===== src/rtl/mips_pkg.sv =====
// Shared types and helpers for the MIPS pipeline hazard/control unit.
// Stage records carry register addresses at the widest supported width, zero-extended.
package mips_pkg;

    typedef enum logic [1:0] {
        FWD_RF = 2'b00,
        FWD_WB = 2'b01,
        FWD_M  = 2'b10
    } fwd_sel_t;

    localparam int BRANCH_E = 2;
    localparam int BRANCH_M = 3;
    localparam int REC_AW   = 8;

    typedef struct packed {
        logic              valid;
        logic [REC_AW-1:0] rs;
        logic [REC_AW-1:0] rt;
        logic [REC_AW-1:0] rd;
        logic              regwrite;
        logic              memtoreg;
    } stage_rec_t;

    localparam stage_rec_t EMPTY_REC = '0;

    // regwrite is already cleared for rd == 0, so register 0 never matches here.
    function automatic logic produces(stage_rec_t r, logic [REC_AW-1:0] addr);
        return r.valid && r.regwrite && (r.rd == addr);
    endfunction

    function automatic logic feeds_decode(stage_rec_t r,
                                          logic [REC_AW-1:0] rs, logic [REC_AW-1:0] rt,
                                          logic uses_rs, logic uses_rt);
        return (uses_rs && produces(r, rs)) || (uses_rt && produces(r, rt));
    endfunction

    function automatic fwd_sel_t pick_fwd(stage_rec_t m, stage_rec_t w, logic [REC_AW-1:0] src);
        if (produces(m, src))
            return FWD_M;
        else if (produces(w, src))
            return FWD_WB;
        return FWD_RF;
    endfunction

endpackage


===== src/rtl/pipe_hazard_ctrl_sat_counter.sv =====
// Saturating event counter with synchronous active-high reset.
module sat_counter #(
    parameter int W = 16
) (
    input  logic         clk,
    input  logic         reset,
    input  logic         inc,
    output logic [W-1:0] count
);

    always_ff @(posedge clk) begin
        if (reset)
            count <= '0;
        else if (inc && (count != '1))
            count <= count + W'(1);
    end

endmodule


===== src/rtl/pipe_hazard_ctrl.sv =====
// Hazard detection, forwarding select and stall/flush control for the 5-stage MIPS core.
// Tracks E/M/W destination records; stall and flush decisions are purely combinational.
module pipe_hazard_ctrl
    import mips_pkg::*;
#(
    parameter int REG_AW       = 5,
    parameter int BRANCH_STAGE = 3,
    parameter int FORWARD_EN   = 1,
    parameter int CNT_W        = 16
) (
    input  logic              clk,
    input  logic              reset,
    input  logic              dec_valid,
    input  logic [REG_AW-1:0] dec_rs,
    input  logic [REG_AW-1:0] dec_rt,
    input  logic              dec_uses_rs,
    input  logic              dec_uses_rt,
    input  logic [REG_AW-1:0] dec_rd,
    input  logic              dec_regwrite,
    input  logic              dec_memtoreg,
    input  logic              branch_taken,
    input  logic              mem_busy,
    output logic              stall_F,
    output logic              stall_D,
    output logic              flush_D,
    output logic              flush_E,
    output logic              flush_M,
    output logic [1:0]        fwd_a_E,
    output logic [1:0]        fwd_b_E,
    output logic [CNT_W-1:0]  stall_cnt,
    output logic [CNT_W-1:0]  flush_cnt
);

    if (!(BRANCH_STAGE == BRANCH_E || BRANCH_STAGE == BRANCH_M)) begin : g_bad_branch_stage
        $error("pipe_hazard_ctrl: BRANCH_STAGE must be 2 (E) or 3 (M)");
    end
    if (REG_AW > REC_AW) begin : g_bad_reg_aw
        $error("pipe_hazard_ctrl: REG_AW exceeds record address width");
    end

    stage_rec_t        rec_e, rec_m, rec_w, dec_rec;
    logic [REC_AW-1:0] rs_x, rt_x;
    logic              load_use, raw_any, hazard;

    assign rs_x = REC_AW'(dec_rs);
    assign rt_x = REC_AW'(dec_rt);

    always_comb begin
        dec_rec          = EMPTY_REC;
        dec_rec.valid    = dec_valid;
        dec_rec.rs       = rs_x;
        dec_rec.rt       = rt_x;
        dec_rec.rd       = REC_AW'(dec_rd);
        dec_rec.regwrite = dec_regwrite && (dec_rd != '0);
        dec_rec.memtoreg = dec_memtoreg;
    end

    assign load_use = dec_valid && rec_e.memtoreg
                      && feeds_decode(rec_e, rs_x, rt_x, dec_uses_rs, dec_uses_rt);
    // Without forwarding the consumer waits until its producer is in W (regfile writes first half).
    assign raw_any  = dec_valid
                      && (feeds_decode(rec_e, rs_x, rt_x, dec_uses_rs, dec_uses_rt)
                          || feeds_decode(rec_m, rs_x, rt_x, dec_uses_rs, dec_uses_rt));
    assign hazard   = (FORWARD_EN != 0) ? load_use : raw_any;

    always_comb begin
        stall_F = 1'b0;
        stall_D = 1'b0;
        flush_D = 1'b0;
        flush_E = 1'b0;
        flush_M = 1'b0;
        if (mem_busy) begin
            stall_F = 1'b1;
            stall_D = 1'b1;
        end else if (branch_taken) begin
            flush_D = 1'b1;
            flush_E = 1'b1;
            flush_M = (BRANCH_STAGE == BRANCH_M);
        end else if (hazard) begin
            stall_F = 1'b1;
            stall_D = 1'b1;
            flush_E = 1'b1;
        end
    end

    assign fwd_a_E = (FORWARD_EN != 0) ? pick_fwd(rec_m, rec_w, rec_e.rs) : FWD_RF;
    assign fwd_b_E = (FORWARD_EN != 0) ? pick_fwd(rec_m, rec_w, rec_e.rt) : FWD_RF;

    always_ff @(posedge clk) begin
        if (reset) begin
            rec_e <= EMPTY_REC;
            rec_m <= EMPTY_REC;
            rec_w <= EMPTY_REC;
        end else if (!mem_busy) begin
            rec_w <= rec_m;
            rec_m <= flush_M ? EMPTY_REC : rec_e;
            rec_e <= (flush_E || stall_D) ? EMPTY_REC : dec_rec;
        end
    end

    logic unused_fields;
    assign unused_fields = ^{rec_m.rs, rec_m.rt, rec_m.memtoreg,
                             rec_w.rs, rec_w.rt, rec_w.memtoreg};

    sat_counter #(.W(CNT_W)) u_stall_cnt (
        .clk   (clk),
        .reset (reset),
        .inc   (stall_D),
        .count (stall_cnt)
    );

    sat_counter #(.W(CNT_W)) u_flush_cnt (
        .clk   (clk),
        .reset (reset),
        .inc   (flush_D),
        .count (flush_cnt)
    );

endmodule

===== config.mk =====
export PLATFORM = sky130hd
export DESIGN_NAME = pipe_hazard_ctrl
export DESIGN_NICKNAME = d
export VERILOG_FILES = /design/src/rtl/mips_pkg.sv /design/src/rtl/pipe_hazard_ctrl_sat_counter.sv /design/src/rtl/pipe_hazard_ctrl.sv
export SDC_FILE = /design/constraint.sdc
export NUM_CORES = 1
export LEC_CHECK = 0
export CORE_MARGIN = 1
export CORE_UTILIZATION = 54
export DETAILED_ROUTE_END_ITERATION = 12
export MAX_ROUTING_LAYER = met4
export PLACE_DENSITY = 0.87
export SLEW_MARGIN = 20
export SYNTH_ARGS = -nofsm -noshare
export SYNTH_HDL_FRONTEND = slang
export SYNTH_SLANG_ARGS = --single-unit
export TNS_END_PERCENT = 50

===== constraint.sdc =====
create_clock -name clk -period 5.39 [get_ports clk]
set_input_delay 1.078 -clock clk [delete_from_list [all_inputs] [get_ports clk]]
set_output_delay 1.078 -clock clk [all_outputs]
set_load 0.01 [all_outputs]

* After elaboration in Yosys (flattened, before gate mapping)
Index checks and enable logic that the tools add are counted.
** Storage, ports and cells
- Register bits :: 79
- Logic and storage cells :: 62
- Input port bits :: 24
- Output and inout bits :: 41
** Cells by class
- Reductions and logical operators :: 19
- Eq/ne operators :: 8
- Muxes and demuxes :: 19
- Add/sub/neg operators :: 2
** Operator list (count)
- $mux W27 :: 2
- $add A16 B1 Y16 const B :: 2
- $eq A8 B8 Y1 :: 4
- $ne A16 B16 Y1 const B :: 2
- $eq A8 B5 Y1 :: 2
- $logic_and A1 B1 Y1 :: 16
- $mux W2 :: 6
- $mux W1 :: 11
- $reduce_bool A5 Y1 :: 1
- $logic_or A1 B1 Y1 :: 2

* Longest topological paths before layout
Gate-level depths: netlist (run 1).
- Depth after elaboration :: 10
- Mapped depth :: 8
- Gate-level depth less buffers :: 6

* By module
A second synthesis (run 1) with hierarchy kept.
** Second synthesis, totals
- Cell total of the unflattened synthesis :: 352
- Area, all modules :: 3228.1 µm²
** Modules (own cells, without submodules)
- sat_counter :: area each 848.3 µm², seq. area each 320.3 µm², cells each 99, instances 2
- pipe_hazard_ctrl :: area each 1531.5 µm², seq. area each 640.6 µm², cells each 154, instances 1

* Worst setup path after synthesis (run 1)
OpenSTA, ideal clock, no wires.
- Kind :: in2out
- Start :: input port dec_valid
- End :: output port stall_F
- Slack :: 2327 ps
- Data required time :: 4312 ps
- Buffers on the path :: 2
- Stages on the path :: 6
- Arrival :: 1985 ps
- Cell sequence :: nand4_1 nand4bb_1 o221a_1 buf_6 inv_1 buf_4
** On the way
- Word-level cells in the longest chain between the ends :: 5
** Ends and longest elaborated chain
- start, declared :: RTL line pipe_hazard_ctrl.sv:13 : input logic dec_valid,
- $logic_and A1 B1 Y1 :: RTL line pipe_hazard_ctrl.sv:58 : assign load_use = dec_valid && rec_e.memtoreg
- $logic_and A1 B1 Y1 :: RTL line pipe_hazard_ctrl.sv:59 : && feeds_decode(rec_e, rs_x, rt_x, dec_uses_rs, dec_uses_rt);
- $mux W1 (3 in series)
- end, declared :: RTL line pipe_hazard_ctrl.sv:23 : output logic stall_F,
Every way passes these cells.

* Worst setup path after layout (run 1)
- Start :: input port dec_rt[4]
- End :: output port flush_E
** On the way
- Word-level cells in the longest chain between the ends :: 8
** Ends and longest elaborated chain
- start, declared :: RTL line pipe_hazard_ctrl.sv:15 : input logic [REG_AW-1:0] dec_rt,
- $eq A8 B5 Y1
- $logic_and A1 B1 Y1 (2 in series)
- $logic_or A1 B1 Y1
- $logic_and A1 B1 Y1 :: RTL line pipe_hazard_ctrl.sv:59
- $mux W1 :: RTL line pipe_hazard_ctrl.sv:79 : end else if (hazard) begin
- $mux W1 :: RTL line pipe_hazard_ctrl.sv:75 : end else if (branch_taken) begin
- $mux W1 :: RTL line pipe_hazard_ctrl.sv:72 : if (mem_busy) begin
- end, declared :: RTL line pipe_hazard_ctrl.sv:26 : output logic flush_E,
Every way passes these cells.

==> impl_metrics.json, run 1 <==
{
  "area_growth_pct": 29.0,
  "htree_levels": 3,
  "vias": 2750,
  "timing.final.crit_share_pct": 76.2,
  "seq_area_um2": 1280,
  "antenna_found_initial": 0,
  "grt_max_degree": 66,
  "synth-edff-count": 0,
  "route.final.wire_length_um": 7340,
  "post_synth.cell_area_avg_um2": 8.72,
  "critPathKind": "input pin to output port",
  "ys_warn_count": 0,
  "numCtsBuffers": 9,
  "grt_use_met3_pct": 7.14,
  "dp.final_hpwl_um": 5060,
  "nFillCells": 398,
  "tightest_slew_ns": 0.843,
  "clock-root-buffer": "clkbuf_8",
  "synthArstFlopShare_pct": 0,
  "drtPass1Iterations": 4,
  "final_core_util_pct": 74.1,
  "multi_input_area_um2": 1630,
  "pin_count": 65,
  "coreArea_um2": 5240,
  "antennaDiodeCount": 0,
  "die_w_um": 76.7,
  "critPathMaxFanout": 2,
  "leakage_uw": 0.00139,
  "die_h_um": 76.7,
  "setup_viol": 0,
  "r2r_start": "rec_e[4]",
  "drt-initial-drc-count": 207,
  "hold_end": "rec_e[1]",
  "initial_utilization_pct": 57.5,
  "end_kind": "output port",
  "via_per_inst": 5.75,
  "synth.distinct_cells": 41,
  "whs_ns": 0.483,
  "track_usage_pct": 27.7,
  "slew_violations": 0,
  "nets": 430,
  "rsz0062_at_grt": "false",
  "ys.flop_type": "dfxtp_1",
  "ant_nets": 0,
  "cts_hold_buf": 0,
  "fmax_mhz": 244,
  "gp_congestion": 0.835,
  "worst_r2r_endpoint": "u_stall_cnt.count[7]",
  "grtUsageMet2_pct": 44.1,
  "placementRows": 26,
  "syn_inst": 345,
  "crit_required_ns": 4.31,
  "whs_path_depth": 2,
  "grt_pass1_wl_um": 12400,
  "fin_skew_ns": 0.00757,
  "routedWlPerCell_um": 15.3,
  "final_cell_mix": "dfxtp_1, clkdlybuf4s50_1, nor2_1, xnor2_1",
  "relSlewSlack_pct": 43.6,
  "min_from": "rec_e[1]",
  "grt_pass1_vias": 2667,
  "min_path_type": "flop to flop",
  "hold_viol": 0,
  "fin_ws_ns": 1.29,
  "clkTransAtPathRegs_ns": 0.06,
  "netlist_area_um2": 3010,
  "rr_worst_depth": 6,
  "final_common_cell": "dfxtp_1",
  "dieArea_um2": 5880,
  "start_kind": "input pin",
  "grt_overflow": 0,
  "drcViolationCount": 0,
  "power_density_nw_per_um2": 267,
  "max_cap_viol_count": 0,
  "port_buffers": 64,
  "grt_busiest_layer": "met2",
  "place_ws_ns": 1.33,
  "crit_arrival_ns": 3.03,
  "period_minus_slack_ns": 4.10,
  "cts_setup_buffers": 0,
  "drive_gt1_share_pct": 4.66,
  "seq_area_frac_synth_pct": 42.6,
  "cts_tree": "yes",
  "ir_worst_vdd_v": 0.000170,
  "cts_resized": 0,
  "cts.sinks": 64,
  "outcome": "completed",
  "synth_nets": 371,
  "cts_buffer_depth": 2,
  "clock_latency_ns": 0.33,
  "r2r_setup_slack_ns": 3.03,
  "grt_use_met1_pct": 32.2,
  "fin_tns_setup_ns": 0,
  "ys_ff_latch": 64
}
per-layer routing:
layer  wire, um  vias up  part of all wire, %
li1           -     1335                    -
met1       3100     1312                   42
met2       3720       87                   51
met3        322       16                  4.4
met4        186        0                  2.5
met5          0        -                    0
state kept, by name, summed over array words and instances (netlist names):
name	count
u_flush_cnt.count	16
rec_m	7
rec_e	18
u_stall_cnt.count	16
rec_w	7
cells by family (layout without fill, tap and decap cells):
logic type                 count (synthesis)  after routing  share of synthesized area [%]
xor gates and xnor gates                  51             51                           14.8
buffers and inverters                     22             85                           3.53
adders and majority gates                  2              2                          0.831
muxes                                      8              8                           2.66
and+or+nand+nor                          149            149                           24.9
DFF                                       64             64                           42.6
AOI/OAI and AO/OA                         49             49                           10.6
Yosys cell counts (5+ instances only):
master / number / share of area [%]
mux2i_1: 8 / 2.7
nand3_1: 16 / 2.7
nand2_1: 15 / 1.9
nor4_1: 7 / 1.5
dfxtp_1: 64 / 43
nor2_1: 61 / 7.6
a21oi_1: 17 / 2.8
xor2_1: 14 / 4.1
xnor2_1: 37 / 11
nand4_1: 14 / 2.9
and3_1: 13 / 2.7
inv_1: 5 / 0.62
a22oi_1: 17 / 4.2
clkbuf_1: 11 / 1.4
metrics by stage:
step,total power [uW],instance area (um^2),cells
6_report,1040,3880,478
3_5_place_dp,589,3650,463
4_1_cts,1040,3870,478
5_1_grt,1080,3880,478
3_3_place_gp,587,3650,463
2_1_floorplan,552,3010,345
cell type report:
| cell class | instances | share of cell area [%] |
|---|---|---|
| Multi-Input combinational cell | 259 | 42.0 |
| Sequential cell | 64 | 33.0 |
| Timing Repair Buffer | 65 | 16.6 |
| Clock buffer | 12 | 4.00 |
| Tap cell | 70 | 2.26 |
| Clock inverter | 3 | 1.68 |
| Inverter | 5 | 0.483 |
report_power, final:
| group | leakage, uW | switching [uW] | internal, uW | total [uW] |
|---|---|---|---|---|
| Combinational | 0.000757 | 43.9 | 44.3 | 88.2 |
| Clock | 0.000112 | 173 | 283 | 455 |
| Sequential | 0.000518 | 10.4 | 482 | 492 |
| Total | 0.00139 | 227 | 808 | 1040 |
critical path, cell delays in order:
cell	delay, ns
clkdlybuf4s50_1	0.52
xnor2_1	0.15
nand4_1	0.15
o22ai_1	0.34
a21oi_1	0.12
nor2_1	0.12
clkdlybuf4s50_1	0.55
how the worst max path moves through the flow:
stage,from,end,cells past startpoint
after CTS,dec_valid,stall_F,6
after detailed placement,dec_valid,stall_F,6
after floorplan,dec_valid,stall_F,6
after global routing,dec_rt[4],flush_E,7
after global placement,dec_valid,stall_D,6
final,dec_rt[4],flush_E,7
(Power assumes the default switching activity.)
==> inputs of run 2 (changes only) <==
--- a/config.mk
+++ b/config.mk
@@ -6,10 +6,10 @@
 export NUM_CORES = 1
 export LEC_CHECK = 0
 export CORE_MARGIN = 1
-export CORE_UTILIZATION = 54
+export CORE_UTILIZATION = 51
 export DETAILED_ROUTE_END_ITERATION = 12
 export MAX_ROUTING_LAYER = met4
-export PLACE_DENSITY = 0.87
+export PLACE_DENSITY = 0.83
 export SLEW_MARGIN = 20
 export SYNTH_ARGS = -nofsm -noshare
 export SYNTH_HDL_FRONTEND = slang
==> constraint.sdc (replaced) <==
create_clock -name clk -period 3.85 [get_ports clk]
set_input_delay 0.77 -clock clk [delete_from_list [all_inputs] [get_ports clk]]
set_output_delay 0.77 -clock clk [all_outputs]
set_load 0.01 [all_outputs]
==> impl_metrics.json, run 2 (synthesized netlist as in run 1, its figures left out) <==
{
  "routedWlPerCell_um": 14.9,
  "timing.final.crit_share_pct": 90.8,
  "cts_buffer_depth": 2,
  "power_uw": 1360,
  "min_path_type": "flop to flop",
  "nets": 433,
  "cp-startpoint": "dec_valid",
  "placementRows": 27,
  "max_cap_viol_count": 0,
  "fin_tns_setup_ns": 0,
  "drt-initial-drc-count": 158,
  "antennaDiodeCount": 0,
  "crit_arrival_ns": 2.73,
  "gp_congestion": 0.909,
  "worst_r2r_endpoint": "u_stall_cnt.count[15]",
  "regMostFlops": "rec_e",
  "port_buffers": 64,
  "cts_setup_buffers": 0,
  "swShare_pct": 23.2,
  "dr_wl_met2_um": 3390,
  "switching_power_uw": 316,
  "drive_gt1_share_pct": 5.35,
  "route.met3.wl_um": 375,
  "r2r_setup_slack_ns": 1.54,
  "seqPwrFrac_pct": 50.6,
  "area_growth_pct": 28.4,
  "p_int_uw": 1050,
  "fin_skew_ns": 0.00776,
  "end_kind": "output port",
  "grt_pass1_wl_um": 11800,
  "endpoint": "stall_F",
  "grt_pass1_vias": 2611,
  "numCtsBuffers": 9,
  "crit_required_ns": 3.08,
  "power_density_nw_per_um2": 353,
  "die_w_um": 78.8,
  "slew_violations": 0,
  "comb_power_share_pct": 9.1,
  "clkTransAtPathRegs_ns": 0.06,
  "leakage_uw": 0.00139,
  "route.final.wire_length_um": 7200,
  "ir_worst_vdd_v": 0.000206,
  "relSlewSlack_pct": 55.5,
  "ant_nets": 0,
  "rsz0062_at_grt": "false",
  "rr_worst_depth": 6,
  "drtPass1Iterations": 4,
  "fin_ws_ns": 0.354,
  "wl_met1_um": 3270,
  "r2r_start": "rec_e[3]",
  "cts_hold_buf": 0,
  "grt_max_degree": 41,
  "outcome": "completed",
  "dp.final_hpwl_um": 5050,
  "critPathKind": "input pin to output port",
  "initial_utilization_pct": 53.7,
  "htree_levels": 3,
  "cts.sinks": 64,
  "nFillCells": 492,
  "tightest_slew_ns": 0.666,
  "setup_viol": 0,
  "drcViolationCount": 0,
  "dieArea_um2": 6210,
  "pwr-share-clk_pct": 40.3,
  "period_minus_slack_ns": 3.50,
  "final_cell_mix": "dfxtp_1, clkdlybuf4s50_1, nor2_1, xnor2_1",
  "clock-root-buffer": "clkbuf_8",
  "cts_tree": "yes",
  "place_ws_ns": 0.392,
  "final_common_cell": "dfxtp_1",
  "reg.largest.list": "rec_e: 18 flops, u_flush_cnt.count: 16 flops, u_stall_cnt.count: 16 flops",
  "grt_overflow": 0,
  "fmax_mhz": 286,
  "critPathMaxFanout": 10,
  "pin_count": 65,
  "hold_viol": 0,
  "largest_reg_flops": 18,
  "track_usage_pct": 25.0,
  "via_per_inst": 5.74,
  "clock_latency_ns": 0.34,
  "coreArea_um2": 5610,
  "antenna_found_initial": 0,
  "vias": 2771,
  "start_kind": "input pin",
  "cts_resized": 0,
  "top_layer_used": "met4",
  "die_h_um": 78.8
}
run 2: changes by cell type in the layout (fill, tap and decap cells not counted), sizes merged:
cell,change
buf,+3
clkinv,+2
bufinv,-1
clkbuf,-1
run 2: worst min-delay path by stage:
stage	from	to	slack, ns	depth (start not counted)
finish	rec_e[1]	rec_e[1]	0.49	2
CTS	rec_e[1]	rec_e[1]	0.49	2
detailed placement	rec_e[1]	rec_e[1]	0.48	2
global route	rec_e[1]	rec_e[1]	0.51	2
floorplan	rec_e[1]	rec_e[1]	0.45	2
global placement	rec_e[1]	rec_e[1]	0.47	2
run 2: final cells by class:
cell class	count	area, um^2	area share [%]
clock buffers	11	141	3.66
clock inverters	4	45.0	1.17
inverters	5	18.8	0.486
multi-input cells	259	1620	42.0
flip-flops and latches	64	1280	33.2
well taps	72	90.1	2.33
repair buffers	68	666	17.2
run 2: power by group through the flow:
stage                     clock, uW  combinational [uW]  sequential, uW
after floorplan                   0                70.6             702
after global placement            0                 121             703
after detailed placement          0                 122             704
after CTS                       562                 124             689
after global routing            592                 135             690
final                           550                 124             689
run 2: routing by layer:
layer / GRT usage [%] / up-vias
met1: 29.0 / 1334
li1: - / 1340
met4: 13.8 / 0
met2: 39.5 / 79
met5: - / -
met3: 6.67 / 18
run 2: worst max-delay path: stages:
cell and delay [ns]:
clkdlybuf4s50_1 0.52, nand4_1 0.16, nand4bb_1 0.23, o221a_1 0.38, inv_1 0.12, clkdlybuf4s50_1 0.54
run 2: per-stage QoR:
step                      util [%]  cell area (um^2)  hold WS, ns  instances
after detailed placement      65.6              3680        0.482        468
after global placement        65.6              3680        0.472        468
after CTS                     68.9              3860        0.491        483
final                         68.9              3860        0.492        483
after global routing          68.9              3860        0.514        483
after floorplan                  -              3010        0.455        345
==> inputs of run 3 (changes only) <==
--- a/config.mk
+++ b/config.mk
@@ -5,7 +5,6 @@
 export SDC_FILE = /design/constraint.sdc
 export NUM_CORES = 1
 export LEC_CHECK = 0
-export CORE_MARGIN = 1
 export CORE_UTILIZATION = 51
 export DETAILED_ROUTE_END_ITERATION = 12
 export MAX_ROUTING_LAYER = met4
==> results of run 3 <==
Same layout as run 2: the final DEF is identical, and so are final timing and power.
